[src/rtl/serial_match_scheduler.sv]
// ============================================================================
// Module   : serial_match_scheduler
// Purpose  : Round-robin share of one serial 1011 detector between two
//            requesters; returns a per-transaction match count.
// Revision : 1.0 - initial release
// ============================================================================
`default_nettype none

module serial_match_scheduler #(
   parameter int NBITS = 8,
   parameter int CNT_W = 4
) (
   input  logic             clk_2,
   input  logic             reset,
   input  logic [1:0]       req,
   input  logic [NBITS-1:0] word_a,
   input  logic [NBITS-1:0] word_b,
   output logic [1:0]       grant,
   output logic             busy,
   output logic [1:0]       done,
   output logic [CNT_W-1:0] match_count,
   output logic             det_reset,
   output logic             det_data_in,
   input  logic             det_match
);

   typedef enum logic [2:0] {
      S_IDLE  = 3'd0,
      S_CLEAR = 3'd1,
      S_SHIFT = 3'd2,
      S_DRAIN = 3'd3,
      S_DONE  = 3'd4
   } state_t;

   localparam logic [CNT_W-1:0] C_CNT_MAX  = {CNT_W{1'b1}};
   localparam logic [CNT_W-1:0] C_LAST_BIT = CNT_W'(NBITS - 1);

   state_t             state_q;
   logic [NBITS-1:0]   shreg_q;
   logic [CNT_W-1:0]   bitcnt_q;
   logic [CNT_W-1:0]   count_q;
   logic [CNT_W-1:0]   match_count_q;
   logic [1:0]         grant_q;
   logic [1:0]         done_q;
   logic               busy_q;
   logic               rr_q;
   logic               owner_q;

   logic               pick_d;
   logic               sample_d;
   logic [CNT_W-1:0]   count_inc_d;

   always_comb begin
      pick_d = (req == 2'b11) ? rr_q : req[1];
      // The detector's output trails the shifted bit by one cycle, so the
      // first SHIFT cycle still shows the cleared value and is skipped.
      sample_d = ((state_q == S_SHIFT) && (bitcnt_q != '0)) || (state_q == S_DRAIN);
      count_inc_d = (count_q == C_CNT_MAX) ? count_q : count_q + 1'b1;
   end

   always_ff @(posedge clk_2) begin
      if (reset) begin
         state_q       <= S_IDLE;
         shreg_q       <= '0;
         bitcnt_q      <= '0;
         count_q       <= '0;
         match_count_q <= '0;
         grant_q       <= 2'b00;
         done_q        <= 2'b00;
         busy_q        <= 1'b0;
         rr_q          <= 1'b0;
         owner_q       <= 1'b0;
      end else begin
         done_q <= 2'b00;
         case (state_q)
            S_IDLE: begin
               if (req != 2'b00) begin
                  owner_q <= pick_d;
                  grant_q <= pick_d ? 2'b10 : 2'b01;
                  shreg_q <= pick_d ? word_b : word_a;
                  busy_q  <= 1'b1;
                  state_q <= S_CLEAR;
               end
            end
            S_CLEAR: begin
               count_q  <= '0;
               bitcnt_q <= '0;
               state_q  <= S_SHIFT;
            end
            S_SHIFT: begin
               shreg_q  <= shreg_q >> 1;
               bitcnt_q <= bitcnt_q + 1'b1;
               if (sample_d && det_match) begin
                  count_q <= count_inc_d;
               end
               if (bitcnt_q == C_LAST_BIT) begin
                  state_q <= S_DRAIN;
               end
            end
            S_DRAIN: begin
               // Fold in the last sample so the result is valid alongside done.
               match_count_q <= (sample_d && det_match) ? count_inc_d : count_q;
               done_q        <= grant_q;
               state_q       <= S_DONE;
            end
            S_DONE: begin
               grant_q <= 2'b00;
               busy_q  <= 1'b0;
               rr_q    <= ~owner_q;
               state_q <= S_IDLE;
            end
            default: begin
               state_q <= S_IDLE;
            end
         endcase
      end
   end

   assign grant       = grant_q;
   assign busy        = busy_q;
   assign done        = done_q;
   assign match_count = match_count_q;
   assign det_reset   = reset | (state_q == S_CLEAR);
   assign det_data_in = (state_q == S_SHIFT) & shreg_q[0];

endmodule

`default_nettype wire

[config.mk]
export PLATFORM = sky130hd
export DESIGN_NAME = serial_match_scheduler
export DESIGN_NICKNAME = d
export VERILOG_FILES = /design/src/rtl/serial_match_scheduler.sv
export SDC_FILE = /design/constraint.sdc
export NUM_CORES = 1
export LEC_CHECK = 0
export BUFFER_PORTS_ARGS = -buffer_cell sky130_fd_sc_hd__buf_2
export CAP_MARGIN = 5
export CORE_ASPECT_RATIO = 0.5
export CORE_UTILIZATION = 55
export CTS_CLUSTER_SIZE = 16
export DETAILED_ROUTE_END_ITERATION = 12
export GPL_ROUTABILITY_DRIVEN = 0
export HOLD_SLACK_MARGIN = 0.1
export PLACE_DENSITY_LB_ADDON = 0.1
export SYNTH_ARGS = -nofsm -noshare
export SYNTH_HDL_FRONTEND = slang
export SYNTH_SLANG_ARGS = --single-unit
export TNS_END_PERCENT = 1
[constraint.sdc]
create_clock -name clk_2 -period 3 [get_ports clk_2]
set_input_delay 0.15 -clock clk_2 [delete_from_list [all_inputs] [get_ports clk_2]]
set_output_delay 0.15 -clock clk_2 [all_outputs]
set_load 0.01 [all_outputs]
==> metrics.md <==
| Metric | Value |
|---|---|
| Status | completed |
| Via density per instance | roughly 6.1 |
| Fmax | 472.7 MHz |
| Worst Max-Slew Pin Slew | between 800 and 900 ps |
| Total Routing Usage GR | 0.2500 |
| Reg2reg start | state_q[1] |
| Max cap viols | 0 |
| Clock root buffer | clkbuf_8 |
| Async set-reset flop share out of synthesis | 0 |
| Mean Syn Cell Area | 8.779 sq um |
| Hold Crit Depth | 3 |
| Vias | about 1500 |
| Reg-to-reg slack, setup | 980 ps |
| Crit-path slowest cell | nor3b_4 |
| Req. time, crit path | between 2000 and 3000 ps |
| Final nets | between 200 and 250 |
| Total clock buffers created by CTS | 5 |
| Layout area overhead | 14.33% |
| Crit end category | output pin |
| Fin worst setup slack | 884.7 ps |
| Most common flop cell mapped by yosys | dfxtp_1 |
| RSZ-0062 raised after global routing | false |
| Vert. Die Dim | ~40 microns |
| Worst rel slew slack | 0.4341 |
| R2R cell count | 3 |
| IO Count | 32 |
| Worst skew pair latency | around 280 ps |
| CP startpoint kind | register |
| Filler cell count | 224 |
| Final Max Slew Viols | 0 |
| Routed WL | between 3 and 4 mm |
| Share of cells above drive strength 1 | 0.2341 |
| Hold path endpoint | shreg_q[7] |
| Post-cts gate resize count | 0 |
| Synthesized Nets | 204 |
| Max VDD drop | around 0.00032 V |
| Cell row count | 13 |
| Fin crit share | 0.7051 |
| DPL Wire Length | about 2.3 mm |
| Die footprint | slightly above 3000 sq um |
| Synth warnings | 0 |
| Crit-path max cell delay | between 700 and 800 ps |
| Max Buffers Root-to-Sink | 2 |
| Core Area | ~2700 sq um |
| ANT nets after route | 0 |
| Initial Utilization | 0.5960 |
| Total gr overflow | 0 |
| Worst Path Class, Setup | reg2out |
| Vias in the first global route | around 1200 |
| Distinct cells, synth | 47 |
| Largest net degree at the start of global routing | 33 |
| Hold Crit Class | in2reg |
| First-pass GRT wire length | around 5.7 mm |
| Antenna violations before repair | 0 |
| Port buffer count | 31 |
| CTS hold repair buffers | 0 |
| RR Endpoint | count_q[0] |
| Setup Buffers After CTS | 0 |
| Pwr dens | approximately 610 nW/um^2 |
| Leak | 0.0006627 uW |
| CTS clk-pin slew, worst paths | around 60 ps |
| Final setup TNS | 0 ps |
| Antenna fix cells | 0 |
| Pre-CTS setup slack | ~1100 ps |
| Clock Sinks | 30 |
| Mapped Cells | between 150 and 200 |
| # DRC | 0 |
| Initial DRC count | 105 |
| Die Wd | approximately 78 microns |
| Fin crit period | around 2100 ps |
| Htree depth | 2 |
| Beginning of the worst hold path | word_a[7] |
| Seq cells post-synth | 30 |
| Sequential-to-total area share from yosys stat | 0.3800 |
| Wirelength per Cell | between 10 and 15 microns |
| Synthesized area | roughly 1600 sq um |
| CP arrival | 1970 ps |
| Clk_skew | around 4.7 ps |
| Final setup fails | 0 |
| CP Max Fanout | 19 |
| Final hold violation count | 0 |
| Crit path cell chain | nor3b_4, and2_1, buf_2 |
| First-pass iteration count of the detailed router | 4 |
| Number of synthesized flops with an enable pin | 0 |
| CTS tree | yes |
-- critical path: cells and delay by family (launching register included) --
family        cells  cell delay (ps)
flops             1              610
simple gates      2              940
buf+inv           1              120
-- placed cells by master, fill, tap and decap left out, drive strengths merged --
cell | Yosys | routed
a311oi | 4 | 4
nand3 | 11 | 11
and2 | 3 | 3
a21oi | 4 | 4
ha | 3 | 3
nor2b | 1 | 1
nand4 | 12 | 12
inv | 6 | 6
o41ai | 2 | 2
o31ai | 5 | 5
clkbuf | 6 | 7
and3 | 2 | 2
nand3b | 5 | 5
a211oi | 2 | 2
nand2b | 4 | 4
nor3b | 2 | 2
a21boi | 1 | 1
buf | 9 | 32
a221oi | 3 | 3
a41oi | 9 | 9
or2 | 2 | 2
a2111oi | 2 | 2
nand2 | 11 | 11
nor3 | 5 | 5
nor4b | 2 | 2
and3b | 2 | 2
o311ai | 3 | 3
xnor2 | 1 | 1
mux2i | 1 | 1
o21ai | 11 | 11
or4b | 1 | 1
clkinv | 0 | 1
o32ai | 1 | 1
dfxtp | 30 | 30
a31oi | 2 | 2
nor2 | 10 | 10
nor4 | 1 | 1
or3b | 1 | 1
-- final cells by class --
cell class                 count  area, sq um  share of cell area
clock buffer                   7        86.33             0.04778
sequential                    30        600.6              0.3324
inverter                       6        22.52             0.01247
clock inverter                 1        5.005            0.002770
tap                           37        46.29             0.02562
multi-input combinational    129        883.3              0.4889
timing repair buffer          32        162.7             0.09003
-- power breakdown --
part | internal (uW) | total [uW] | switching, uW
combinational | 106 | 274 | 168
clock | 185 | 337 | 152
sequential | 439 | 483 | 44.3
total | 730 | 1090 | 365
-- state kept, by name, indices dropped and copies added, names as in the netlist --
register / count
match_count: 4
state_q: 3
grant: 2
rr_q: 1
owner_q: 1
count_q: 4
done: 2
shreg_q: 8
bitcnt_q: 4
busy: 1
-- per-layer routing --
layer  share of wire  wire (microns)  up-vias  track usage
met5               0               0        -            0
met4           0.013              46        0       0.1132
met3           0.053             193        7      0.06977
met2            0.45            1609       54       0.4004
met1            0.49            1761      678       0.3237
li1                -               -      742            -
-- metrics by stage --
stage / utilization / hold slack (ps) / std cells / instance area [sq um] / total power [uW]
after floorplan: - / 320.7 / 180 / 1580 / 699.8
after global placement: 0.6470 / 429.0 / 234 / 1715 / 755.9
after detailed placement: 0.6470 / 442.6 / 234 / 1715 / 763.3
after CTS: 0.6815 / 146.0 / 242 / 1807 / 1099
after global routing: 0.6815 / 167.0 / 242 / 1807 / 1157
final: 0.6815 / 146.7 / 242 / 1807 / 1095
-- cells by family (layout without fill, tap and decap cells) --
logic type,Yosys count,after routing,share of synthesized area
XOR/XNOR,1,1,0.005543
adder cells (fa/ha/maj),3,3,0.02376
multiplexers,1,1,0.006334
AND/OR/NAND/NOR,75,75,0.2858
AO/OA/AOI/OAI,49,49,0.2344
flip-flops,30,30,0.3801
buffers and inverters,21,46,0.06412
-- synthesized netlist by cell type (4+ instances only) --
| master | n | area share |
|---|---|---|
| a41oi_1 | 9 | 0.050 |
| nand2_1 | 11 | 0.026 |
| nand4_1 | 12 | 0.048 |
| nor3_1 | 5 | 0.016 |
| buf_2 | 5 | 0.016 |
| nand2b_1 | 4 | 0.016 |
| o31ai_1 | 5 | 0.024 |
| inv_1 | 6 | 0.014 |
| clkbuf_1 | 5 | 0.012 |
| nor2_1 | 10 | 0.024 |
| dfxtp_1 | 30 | 0.38 |
| o21ai_0 | 11 | 0.035 |
| a21oi_1 | 4 | 0.013 |
| nand3b_1 | 4 | 0.019 |
| nand3_1 | 11 | 0.035 |
-- worst max path at each step --
| stage | from | endpoint | slack (ps) | depth (start not counted) |
|---|---|---|---|---|
| detailed placement | state_q[1] | count_q[0] | 1050 | 3 |
| global placement | state_q[1] | count_q[0] | 1150 | 3 |
| floorplan | bitcnt_q[0] | match_count[2] | 1450 | 6 |
| global route | state_q[1] | det_data_in | 760 | 3 |
| finish | state_q[1] | det_data_in | 880 | 3 |
| CTS | state_q[1] | det_data_in | 910 | 3 |
Note: power is estimated with default switching activity, not from simulation.
